## config.mk

```make
export PLATFORM = sky130hd
export DESIGN_NAME = timer_a_capture_compare
export DESIGN_NICKNAME = d
export VERILOG_FILES = /design/src/rtl/timer_a_capture_compare_pkg.sv /design/src/rtl/timer_a_capture_compare_output_unit.sv /design/src/rtl/timer_a_capture_compare.sv
export SDC_FILE = /design/constraint.sdc
export NUM_CORES = 1
export LEC_CHECK = 0
export ABC_AREA = 1
export ABC_CLOCK_PERIOD_IN_PS = 3700
export CAP_MARGIN = 15
export CORE_MARGIN = 10
export CORE_UTILIZATION = 44
export CTS_CLUSTER_DIAMETER = 50
export CTS_CLUSTER_SIZE = 8
export DETAILED_ROUTE_END_ITERATION = 8
export PLACE_DENSITY = 0.95
export SYNTH_ARGS = -nofsm -noshare
export SYNTH_HDL_FRONTEND = slang
export SYNTH_SLANG_ARGS = --single-unit
```

## constraint.sdc

```tcl
create_clock -name TimerClock -period 3.7 [get_ports TimerClock]
set_clock_uncertainty 0.05 [all_clocks]
set_input_delay 0.555 -clock TimerClock [delete_from_list [all_inputs] [get_ports TimerClock]]
set_output_delay 0.555 -clock TimerClock [all_outputs]
set_load 0.05 [all_outputs]
```

## src/rtl/timer_a_capture_compare_pkg.sv

```systemverilog
// Shared encodings for the Timer_A capture/compare channel: counter mode,
// capture edge select, capture input select and output-unit modes.
package timer_a_capture_compare_pkg;

    localparam logic [1:0] MC__STOP   = 2'b00;
    localparam logic [1:0] MC__UP     = 2'b01;
    localparam logic [1:0] MC__CONT   = 2'b10;
    localparam logic [1:0] MC__UPDOWN = 2'b11;

    localparam logic [1:0] CM__NONE    = 2'b00;
    localparam logic [1:0] CM__RISING  = 2'b01;
    localparam logic [1:0] CM__FALLING = 2'b10;
    localparam logic [1:0] CM__BOTH    = 2'b11;

    localparam logic [1:0] CCIS__CCIA = 2'b00;
    localparam logic [1:0] CCIS__CCIB = 2'b01;
    localparam logic [1:0] CCIS__GND  = 2'b10;
    localparam logic [1:0] CCIS__VCC  = 2'b11;

    localparam logic [2:0] OUTMOD__OUT          = 3'd0;
    localparam logic [2:0] OUTMOD__SET          = 3'd1;
    localparam logic [2:0] OUTMOD__TOGGLE_RESET = 3'd2;
    localparam logic [2:0] OUTMOD__SET_RESET    = 3'd3;
    localparam logic [2:0] OUTMOD__TOGGLE       = 3'd4;
    localparam logic [2:0] OUTMOD__RESET        = 3'd5;
    localparam logic [2:0] OUTMOD__TOGGLE_SET   = 3'd6;
    localparam logic [2:0] OUTMOD__RESET_SET    = 3'd7;

    // CM bit 0 enables rising edges, bit 1 enables falling edges.
    function automatic logic cm_hit(input logic [1:0] cm, input logic rise, input logic fall);
        return (cm[0] & rise) | (cm[1] & fall);
    endfunction

endpackage

```

## src/rtl/timer_a_capture_compare_output_unit.sv

```systemverilog
// Output unit: drives OUTn from the channel (n) and channel-0 (0) events
// according to OUTMOD; a 0 event takes priority over an n event.
module timer_a_output_unit
    import timer_a_capture_compare_pkg::*;
(
    input  logic       TimerClock,
    input  logic       reset,
    input  logic [2:0] OUTMOD,
    input  logic       OUT,
    input  logic       eqn_evt,
    input  logic       eq0_evt,
    output logic       OUTn
);

    logic out_nxt;

    always_comb begin
        out_nxt = OUTn;
        case (OUTMOD)
            OUTMOD__OUT:          out_nxt = OUT;
            OUTMOD__SET:          if (eqn_evt) out_nxt = 1'b1;
            OUTMOD__TOGGLE_RESET: if (eq0_evt) out_nxt = 1'b0; else if (eqn_evt) out_nxt = !OUTn;
            OUTMOD__SET_RESET:    if (eq0_evt) out_nxt = 1'b0; else if (eqn_evt) out_nxt = 1'b1;
            OUTMOD__TOGGLE:       if (eqn_evt) out_nxt = !OUTn;
            OUTMOD__RESET:        if (eqn_evt) out_nxt = 1'b0;
            OUTMOD__TOGGLE_SET:   if (eq0_evt) out_nxt = 1'b1; else if (eqn_evt) out_nxt = !OUTn;
            OUTMOD__RESET_SET:    if (eq0_evt) out_nxt = 1'b1; else if (eqn_evt) out_nxt = 1'b0;
        endcase
    end

    always_ff @(posedge TimerClock or posedge reset) begin
        if (reset) OUTn <= 1'b0;
        else       OUTn <= out_nxt;
    end

endmodule

```

## src/rtl/timer_a_capture_compare.sv

```systemverilog
// One Timer_A capture/compare channel: owns TAxCCRn, detects compare and
// capture events, issues CCIFG/COV set pulses and feeds the output unit.
module timer_a_capture_compare
    import timer_a_capture_compare_pkg::*;
#(
    parameter int CHANNEL = 0,
    parameter int WIDTH   = 16
) (
    input  logic             TimerClock,
    input  logic             reset,
    input  logic [1:0]       MC,
    input  logic [WIDTH-1:0] TAxR,
    input  logic             EQU0,
    input  logic             CAP,
    input  logic [1:0]       CM,
    input  logic [1:0]       CCIS,
    input  logic             SCS,
    input  logic [2:0]       OUTMOD,
    input  logic             OUT,
    input  logic             CCIFG,
    input  logic             CCIA,
    input  logic             CCIB,
    input  logic             wCCR,
    input  logic [WIDTH-1:0] CCRdata,
    output logic [WIDTH-1:0] TAxCCRn,
    output logic             EQUn,
    output logic             CCI,
    output logic             SCCI,
    output logic             CCIFGset,
    output logic             COVset,
    output logic             OUTn
);

    logic cci_d, cap_d, sync_hit, eqn_d, eq0_d;
    logic mc_run, rise, fall, hit, cap_stable, cap_evt;
    logic eqn_evt, eq0_src, eq0_evt;

    always_comb begin
        case (CCIS)
            CCIS__CCIA: CCI = CCIA;
            CCIS__CCIB: CCI = CCIB;
            CCIS__GND:  CCI = 1'b0;
            CCIS__VCC:  CCI = 1'b1;
        endcase
    end

    assign EQUn    = !CAP && (TAxR == TAxCCRn);
    assign mc_run  = (MC != MC__STOP);
    assign eqn_evt = EQUn && !eqn_d && mc_run;
    assign eq0_src = (CHANNEL == 0) ? EQUn : EQU0;
    assign eq0_evt = eq0_src && !eq0_d && mc_run;

    assign rise = CCI && !cci_d;
    assign fall = !CCI && cci_d;
    assign hit  = cm_hit(CM, rise, fall);

    // A CAP change in the current cycle voids both the direct and the synchronised path.
    assign cap_stable = (CAP == cap_d);
    assign cap_evt    = CAP && cap_stable && (SCS ? sync_hit : hit);

    always_ff @(posedge TimerClock or posedge reset) begin
        if (reset) begin
            TAxCCRn  <= '0;
            SCCI     <= 1'b0;
            CCIFGset <= 1'b0;
            COVset   <= 1'b0;
            cci_d    <= 1'b0;
            cap_d    <= 1'b0;
            sync_hit <= 1'b0;
            eqn_d    <= 1'b0;
            eq0_d    <= 1'b0;
        end else begin
            cci_d    <= CCI;
            cap_d    <= CAP;
            eqn_d    <= EQUn;
            eq0_d    <= eq0_src;
            sync_hit <= SCS && CAP && cap_stable && hit;
            CCIFGset <= eqn_evt || cap_evt;
            COVset   <= cap_evt && CCIFG;
            if (eqn_evt) SCCI <= CCI;
            // Bus write has priority over a captured count.
            if (wCCR)         TAxCCRn <= CCRdata;
            else if (cap_evt) TAxCCRn <= TAxR;
        end
    end

    // On channel 0 the 0 event is the n event itself, so only the n action applies.
    timer_a_output_unit u_out (
        .TimerClock (TimerClock),
        .reset      (reset),
        .OUTMOD     (OUTMOD),
        .OUT        (OUT),
        .eqn_evt    (eqn_evt),
        .eq0_evt    ((CHANNEL != 0) && eq0_evt),
        .OUTn       (OUTn)
    );

endmodule

```

* Word-level counts from Yosys, hierarchy flattened
Cells that the tools add are included.
** Word-level totals
- Output and inout port bits :: 22
- Logic and storage cells :: 60
- Register bits after elaboration :: 24
** Cells by class
- Mux-type cells :: 8
- Reduce and logical (&&, ||, !) cells :: 25
- Bitwise operators :: 3
- Equal/unequal tests :: 15
** Operators by type and width (count)
- 2-to-1 mux 16 bit :: 2
- == test 16 bit :: 1
- == test 3 bit, second input constant :: 4
- logical AND 1 bit :: 11
- case mux 1 bit (4 select lines) :: 2
- == test 3 x 2 -> 1 bit, second input constant :: 2
- inequality test 2 x 1 -> 1 bit, second input constant :: 3
- logical NOT 1 bit :: 5
- == test 2 bit, second input constant :: 2
- 2-to-1 mux 1 bit :: 4
- nonzero test 2 bit :: 2
- OR reduction 2 bit :: 2
- == test 3 x 1 -> 1 bit, second input constant :: 1
- logical NOT 3 bit :: 1
- AND reduction 3 bit :: 1
- OR reduction 3 bit :: 1
- bitwise AND 1 bit :: 2
- == test 2 x 1 -> 1 bit, second input constant :: 1
- logical NOT 2 bit :: 1
- == test 1 bit :: 1
- logical OR 1 bit :: 1
- OR 1 bit :: 1

* Longest topological paths before layout
Gate-level depths: netlist of the first run.
- Depth in word-level cells :: 10
- Mapped depth :: 11

* Hierarchy
A second synthesis of the first run with hierarchy kept.
** Unflattened totals
- Cells, all modules :: 240
- Area total of the unflattened synthesis :: 1689.1 µm²
** Modules (own cells, without submodules)
- timer_a_capture_compare :: instances 1, seq. area each 575.6 µm², area an instance 1550.2 µm², cells an instance 217
- timer_a_output_unit :: instances 1, seq. area each 25.0 µm², area an instance 138.9 µm², cells an instance 23

* Worst setup path before layout of the first run
Ideal clock, no wire load.
- Path kind :: register to output
- Start point :: register TAxCCRn[15]
- End point :: output EQUn
- Path buffers :: 0
- Arrival :: 1.536 ns
- Slack :: 1.559 ns
- Required time :: 3.095 ns
- Cell stages (with the launch flop) :: 7
- Cells stage by stage :: dfrtp_1 > inv_1 > nand2_1 > nand2_1 > nand3b_1 > nor2_1 > and3_1
** Between the ends
- Word-level cells in the longest chain between the ends :: 2
** RTL lines
- from (decl) :: RTL line timer_a_capture_compare.sv:25 : output logic [WIDTH-1:0] TAxCCRn,
- from (signal assigned) :: RTL line timer_a_capture_compare.sv:82 : if (wCCR) TAxCCRn <= CCRdata;
- from (signal assigned) :: RTL line timer_a_capture_compare.sv:83 : else if (cap_evt) TAxCCRn <= TAxR;
- == test 16 bit :: RTL line timer_a_capture_compare.sv:47 : assign EQUn = !CAP && (TAxR == TAxCCRn);
- logical AND 1 bit :: RTL line timer_a_capture_compare.sv:47
- to (decl) :: RTL line timer_a_capture_compare.sv:26 : output logic EQUn,
Every way passes these cells.

* Final worst setup path of the first run
- Start point :: input TAxR[1]
- End point :: output EQUn
** Between the ends
- Word-level cells in the longest chain between the ends :: 2
** RTL lines
- from (decl) :: RTL line timer_a_capture_compare.sv:12 : input logic [WIDTH-1:0] TAxR,
- == test 16 bit :: RTL line timer_a_capture_compare.sv:47
- logical AND 1 bit :: RTL line timer_a_capture_compare.sv:47
Every way passes these cells.

==> results of run 1 <==
==> cells in the final DEF (no fill, tap or decap) <==
master and n:
sky130_fd_sc_hd__clkbuf_4 3, sky130_fd_sc_hd__o32ai_1 1, sky130_fd_sc_hd__bufinv_16 1, sky130_fd_sc_hd__o21a_1 1, sky130_fd_sc_hd__a211oi_1 1, sky130_fd_sc_hd__xnor2_1 3
sky130_fd_sc_hd__nor2_1 12, sky130_fd_sc_hd__o21ai_0 15, sky130_fd_sc_hd__nand3b_1 1, sky130_fd_sc_hd__nand3_1 17, sky130_fd_sc_hd__nand4_1 3, sky130_fd_sc_hd__o21ai_4 1
sky130_fd_sc_hd__nand2_4 2, sky130_fd_sc_hd__clkdlybuf4s50_1 71, sky130_fd_sc_hd__nand3b_2 1, sky130_fd_sc_hd__nand2_1 94, sky130_fd_sc_hd__buf_4 1, sky130_fd_sc_hd__o21ai_2 1
sky130_fd_sc_hd__nand3_2 2, sky130_fd_sc_hd__a21oi_1 2, sky130_fd_sc_hd__and3_1 1, sky130_fd_sc_hd__ha_1 1, sky130_fd_sc_hd__dfrtp_1 24, sky130_fd_sc_hd__inv_2 1
sky130_fd_sc_hd__inv_1 29, sky130_fd_sc_hd__clkinv_1 1, sky130_fd_sc_hd__nand2_2 1
==> critical path, stage by stage <==
cell	delay (ns)
sky130_fd_sc_hd__clkdlybuf4s50_1	0.48
sky130_fd_sc_hd__inv_1	0.05
sky130_fd_sc_hd__nand2_1	0.05
sky130_fd_sc_hd__nand2_1	0.04
sky130_fd_sc_hd__nor2_1	0.10
sky130_fd_sc_hd__nand2_1	0.06
sky130_fd_sc_hd__nor2_1	0.17
sky130_fd_sc_hd__and3_1	0.21
sky130_fd_sc_hd__clkdlybuf4s50_1	0.83
==> flip-flops by register name, indices dropped and copies added, names as in the netlist <==
register,flops
CCIFGset,1
eqn_d,1
sync_hit,1
cci_d,1
u_out.OUTn,1
COVset,1
cap_d,1
SCCI,1
TAxCCRn,16
==> cells by family after synthesis <==
family / after synthesis
adder cells (fa/ha/maj): 1
AO/OA/AOI/OAI: 22
XOR/XNOR: 3
buffers and inverters: 38
AND/OR/NAND/NOR: 134
flip-flops: 24
==> power by group through the flow <==
stage | registers [mW] | logic, mW | clock network, mW
after floorplan | 0.394 | 0.0960 | 0
after global placement | 0.314 | 0.297 | 0
after detailed placement | 0.315 | 0.303 | 0
after CTS | 0.311 | 0.304 | 0.194
after global routing | 0.315 | 0.326 | 0.205
final | 0.311 | 0.300 | 0.194
==> metrics by stage <==
stage               cells  util, %  worst slack [ns]  total power [mW]  cell area (um^2)
global route          337     69.3             0.439             0.847              2290
floorplan             222        -              1.56             0.489              1500
CTS                   337     69.3             0.534             0.809              2290
global placement      333     67.7             0.588             0.610              2240
finish                337     69.3             0.533             0.805              2290
detailed placement    333     67.7             0.537             0.618              2240
==> final timing paths <==
kind	start	endpoint	slack (ns)	cells past startpoint
worst max-delay path	TAxR[1]	EQUn	0.53	9
worst min-delay path	SCCI	SCCI	0.46	2
worst max register to register	TAxCCRn[3]	SCCI	2.25	9
worst min register to register	SCCI	SCCI	0.46	2
max in group asynchronous	reset	TAxCCRn[7]	2.40	2
min in group asynchronous	reset	CCIFGset	0.66	2
==> layer usage <==
metal / up-vias / wire length (um)
li1: 825 / -
met5: - / 0
met1: 714 / 1870
met2: 59 / 2180
met3: 5 / 349
met4: 0 / 56
==> layout make-up <==
type | instances | area (um^2) | share of cell area (%)
Clock inverter | 1 | 30.0 | 1.31
Inverter | 31 | 116 | 5.07
Clock buffer | 3 | 22.5 | 0.982
Tap cell | 46 | 57.6 | 2.51
Timing Repair Buffer | 72 | 718 | 31.3
Sequential cell | 24 | 601 | 26.2
Multi-Input combinational cell | 160 | 748 | 32.6
==> impl_metrics.json, run 1 <==
{
  "finalMaxSlewViolations": 0,
  "cts_resized": 0,
  "ys_warn_count": 0,
  "post-cts-setup-buffer-count": 0,
  "n_antenna_cell": 0,
  "mapped_nets": 274,
  "synth.yosys.seq_area_share_pct": 39.9,
  "n_fill_cell": 302,
  "synthesis.area_per_instance_um2": 6.77,
  "io_buffers": 71,
  "asyncSetResetFlopFracSynth_pct": 100,
  "route.detailed.vias_per_inst": 4.76,
  "vdd_ir_drop_max_v": 0.000179,
  "globalRouteMet1Util_pct": 15.8,
  "fin_crit_sh_pct": 85.6,
  "cts-hold-fix-buffers": 0,
  "synthMostInstantiatedCell": "sky130_fd_sc_hd__nand2_1",
  "synthFlopType": "sky130_fd_sc_hd__dfrtp_1",
  "worst_hold_slack_ns": 0.456,
  "post_synthesis_cells": 222,
  "dp_hpwl_mm": 3.52,
  "globalRouteMet3Util_pct": 4.67,
  "num_vias": 1603,
  "netlist-cell-type-count": 27,
  "hold_violations": 0,
  "synth_edf_count": 0,
  "worstPathRequired_ns": 3.09,
  "areaGrowthSynthToFinish_pct": 52.5,
  "groute.layer.met2.usage_pct": 25.7,
  "worst_slew_pin_slew_ns": 0.897,
  "timing.slew.headroom_pct": 40.2,
  "fmax_mhz": 316,
  "placeableCoreArea_um2": 3310,
  "worst_skew_pair.late_latency_ns": 0.33,
  "timing.setup.tns_ns": 0,
  "synth.cell_area_um2": 1500,
  "grt_pass1_wl_mm": 7.34,
  "power.sequential.fraction_pct": 38.6,
  "grt_busiest_layer": "met2",
  "data_arrival_at_the_endpoint_of_the_critical_path_ns": 2.56,
  "switching_share_pct": 35.2,
  "fp.dieArea_um2": 6160,
  "period_needed_ns": 3.17,
  "grt.total_usage_pct": 14.5,
  "power.density_cell_area_nw_per_um2": 351,
  "yosys-top-cells-count": "94 x sky130_fd_sc_hd__nand2_1, 29 x sky130_fd_sc_hd__inv_1, 24 x sky130_fd_sc_hd__dfrtp_1",
  "clock-sinks": 24,
  "initial_core_util_pct": 45.4,
  "worst_setup_path_end_kind": "primary output",
  "p_comb_share_pct": 37.3,
  "final_setup_fails": 0,
  "synth-simple-area-share_pct": 38.3,
  "gr-total-overflow": 0,
  "synth_top_cell_by_area": "sky130_fd_sc_hd__dfrtp_1",
  "rsz_0062_raised_after_global_routing": "no",
  "yosysTopAreaCellShare_pct": 39.9,
  "tritoncts.num_buffers": 3,
  "post_synth_xor_area_fraction_pct": 1.75,
  "synth_mux_area_share_pct": 0,
  "hold_path_class": "flip-flop to flip-flop",
  "remaining_drcs": 0,
  "worst-path-max-fanout": 2,
  "grt_start_max_net_pins": 30,
  "internal-power_mw": 0.521,
  "final_net_count": 344,
  "clock-root-buffer": "sky130_fd_sc_hd__clkbuf_4",
  "drtPass1Iterations": 4,
  "static_leakage_power_nw": 1.16,
  "power.net_switching_mw": 0.283,
  "critical_path.startpoint_type": "primary input",
  "drive_gt1_share_pct": 4.81,
  "maxCapViolCount": 0,
  "number_of_antenna_violations_at_the_first_check_in_global_routing": 0,
  "rows": 21,
  "cts_htree_levels": 1,
  "post_dr_wirelength_cell_um": 13.2,
  "clk_pin_slew_ns": 0.14,
  "path_class": "primary input to primary output",
  "place_congestion": 0.754,
  "violation_count_after_the_first_detailed_route_iteration": 89,
  "cts_buffer_depth": 2,
  "outcome": "finished, final reports clean",
  "clock_power_share_pct": 24.1,
  "compound_cell_area_share_of_the_yosys_netlist_pct": 8.90,
  "drtAntennaViolNets": 0,
  "yosys.area_share.adder_pct": 0.832,
  "io-pin-count": 73,
  "tritoncts_clock_tree": "built",
  "synth_top_family_by_area": "simple AND/OR/NAND/NOR gates",
  "die_span_in_x_um": 78.5,
  "grt_pass1_vias": 1604,
  "ys_ff_latch": 24,
  "netlist_top_cells_area": "sky130_fd_sc_hd__dfrtp_1 40%, sky130_fd_sc_hd__nand2_1 23%, sky130_fd_sc_hd__inv_1 7.2%",
  "die_y_um": 78.5,
  "postRouteWirelength_mm": 4.46
}
(Power assumes the default switching activity.)
==> run 2, diff against run 1 <==
--- a/config.mk
+++ b/config.mk
@@ -13,7 +13,7 @@
 export CTS_CLUSTER_DIAMETER = 50
 export CTS_CLUSTER_SIZE = 8
 export DETAILED_ROUTE_END_ITERATION = 8
-export PLACE_DENSITY = 0.95
+export PLACE_DENSITY = 0.86
 export SYNTH_ARGS = -nofsm -noshare
 export SYNTH_HDL_FRONTEND = slang
 export SYNTH_SLANG_ARGS = --single-unit
==> run 2 against run 1 <==
Global-route usage down 0.86 points. Sequential share of layout area is 0.35 points higher. Sequential cell count unchanged. Core utilization down 0.91 points. Critical path depth unchanged. Count of clock-buffer cells in the layout stayed put. Combinational power barely moved. First-iteration DRC count grew 19%. Die area unchanged. Final cell count fell by 0.30%. Register-to-register slack worse by 0.04 ns. Final area is 1.3% lower. Critical path type unchanged.
==> impl_metrics.json, run 2 (synthesized netlist as in run 1, its figures left out) <==
{
  "finalMaxSlewViolations": 0,
  "most-common-layout-cells": "94 x sky130_fd_sc_hd__nand2_1, 71 x sky130_fd_sc_hd__clkdlybuf4s50_1, 29 x sky130_fd_sc_hd__inv_1",
  "worst_slew_pin_slew_ns": 0.907,
  "critical_path.startpoint_type": "primary input",
  "fp.dieArea_um2": 6160,
  "timing.critical_path.cells": "clkdlybuf4s50_1, inv_1, nand2_1, nand2_1, nor2_1, nand2_1, nor2_1, and3_1, clkdlybuf4s50_1",
  "initial_core_util_pct": 45.4,
  "n_antenna_cell": 0,
  "grt.total_usage_pct": 13.6,
  "final_common_cell": "sky130_fd_sc_hd__nand2_1",
  "period_needed_ns": 3.12,
  "fmax_mhz": 321,
  "grt_pass1_vias": 1476,
  "stdcell_area_um2": 2260,
  "timing.critical_path.depth": 9,
  "drive_gt1_share_pct": 4.48,
  "remaining_drcs": 0,
  "route.detailed.vias_per_inst": 4.63,
  "cts-hold-fix-buffers": 0,
  "total_power_mw": 0.720,
  "worstPathRequired_ns": 3.09,
  "worst-r2r-setup-slack_ns": 2.21,
  "worst_setup_path_end_kind": "primary output",
  "io-pin-count": 73,
  "reg2regPathDepth": 8,
  "tritoncts_clock_tree": "built",
  "worst_r2r_endpoint": "SCCI",
  "clock-root-buffer": "sky130_fd_sc_hd__clkbuf_4",
  "gr-total-overflow": 0,
  "areaGrowthSynthToFinish_pct": 50.5,
  "placeableCoreArea_um2": 3310,
  "vdd_ir_drop_max_v": 0.000158,
  "cpMaxStageDelayCell": "sky130_fd_sc_hd__clkdlybuf4s50_1",
  "worst_skew_pair.late_latency_ns": 0.31,
  "drtPass1Iterations": 5,
  "timing.setup.tns_ns": 0,
  "final_setup_fails": 0,
  "rsz_0062_raised_after_global_routing": "no",
  "placed_area_um2": 2240,
  "rows": 21,
  "timing.slew.headroom_pct": 39.5,
  "die_span_in_x_um": 78.5,
  "num_vias": 1554,
  "final_net_count": 344,
  "maxCapViolCount": 0,
  "slowest_delay_ns": 0.82,
  "worst-path-buf-inv": 3,
  "number_of_antenna_violations_at_the_first_check_in_global_routing": 0,
  "registers.top_by_ff_count": "TAxCCRn",
  "fin_crit_sh_pct": 84.3,
  "outcome": "finished, final reports clean",
  "setup.worst_path.start": "TAxR[1]",
  "cts_buffer_depth": 2,
  "cts_htree_levels": 1,
  "n_fill_cell": 323,
  "static_leakage_power_nw": 1.15,
  "critical_path.top_delay_family": "buffers and inverters",
  "power.density_cell_area_nw_per_um2": 318,
  "tritoncts.num_buffers": 3,
  "grt_start_max_net_pins": 30,
  "worst_hold_slack_ns": 0.486,
  "drtAntennaViolNets": 0,
  "cts_resized": 0,
  "place_congestion": 0.767,
  "io_buffers": 71,
  "max_reg_flops": 16,
  "hold_violations": 0,
  "hold_path_class": "flip-flop to flip-flop",
  "worst-path-max-fanout": 2,
  "die_y_um": 78.5,
  "worstSetupEndpoint": "EQUn",
  "violation_count_after_the_first_detailed_route_iteration": 106,
  "post-cts-setup-buffer-count": 0,
  "clk_pin_slew_ns": 0.12,
  "postRouteWirelength_mm": 4.23,
  "data_arrival_at_the_endpoint_of_the_critical_path_ns": 2.51,
  "grt_pass1_wl_mm": 6.95,
  "clock-sinks": 24,
  "cell_mode_on_critical_path": "sky130_fd_sc_hd__nand2_1",
  "dp_hpwl_mm": 3.35,
  "post_dr_wirelength_cell_um": 12.6,
  "r2r-start": "TAxCCRn[3]",
  "path_class": "primary input to primary output"
}
==> run 2: metrics by stage <==
| stage | setup WS, ns | utilization [%] | instances |
|---|---|---|---|
| finish | 0.581 | 68.4 | 336 |
| global route | 0.441 | 68.4 | 336 |
| CTS | 0.553 | 68.4 | 336 |
| detailed placement | 0.556 | 67.7 | 333 |
| global placement | 0.579 | 67.7 | 333 |
| floorplan | 1.56 | - | 222 |
==> run 2: worst min-delay path: cells and delay by family, from the launching register on <==
kind             cells  cell delay (ns)
AO/OA/AOI/OAI        1             0.07
flip-flops           1             0.38
AND/OR/NAND/NOR      1             0.05
==> run 2: area by class of cell <==
class                           count  area, um^2  area share [%]
Inverter                           31         116            5.14
Timing Repair Buffer               72         718            31.7
Tap cell                           46        57.6            2.54
Sequential cell                    24         601            26.5
Multi-Input combinational cell    160         748            33.1
Clock buffer                        3        22.5           0.995
==> run 2: worst min path at each step <==
stage / start / endpoint / depth (start not counted) / slack, ns
after floorplan: cap_d / sync_hit / 2 / 0.44
after global routing: cap_d / sync_hit / 2 / 0.51
after global placement: SCCI / SCCI / 2 / 0.42
after CTS: SCCI / SCCI / 2 / 0.50
after detailed placement: SCCI / SCCI / 2 / 0.47
final: SCCI / SCCI / 2 / 0.49
==> run 2: layer usage <==
metal | track usage, % | part of all wire, %
met1 | 16.3 | 46
met2 | 22.1 | 44
met3 | 5.35 | 8.7
met4 | 3.76 | 0.97
met5 | 0 | 0
==> run 2: where the power goes <==
| part | internal [mW] | total [mW] | switching [mW] |
|---|---|---|---|
| logic | 0.125 | 0.298 | 0.173 |
| registers | 0.287 | 0.310 | 0.0233 |
| clock network | 0.0381 | 0.112 | 0.0736 |
| total | 0.450 | 0.720 | 0.270 |
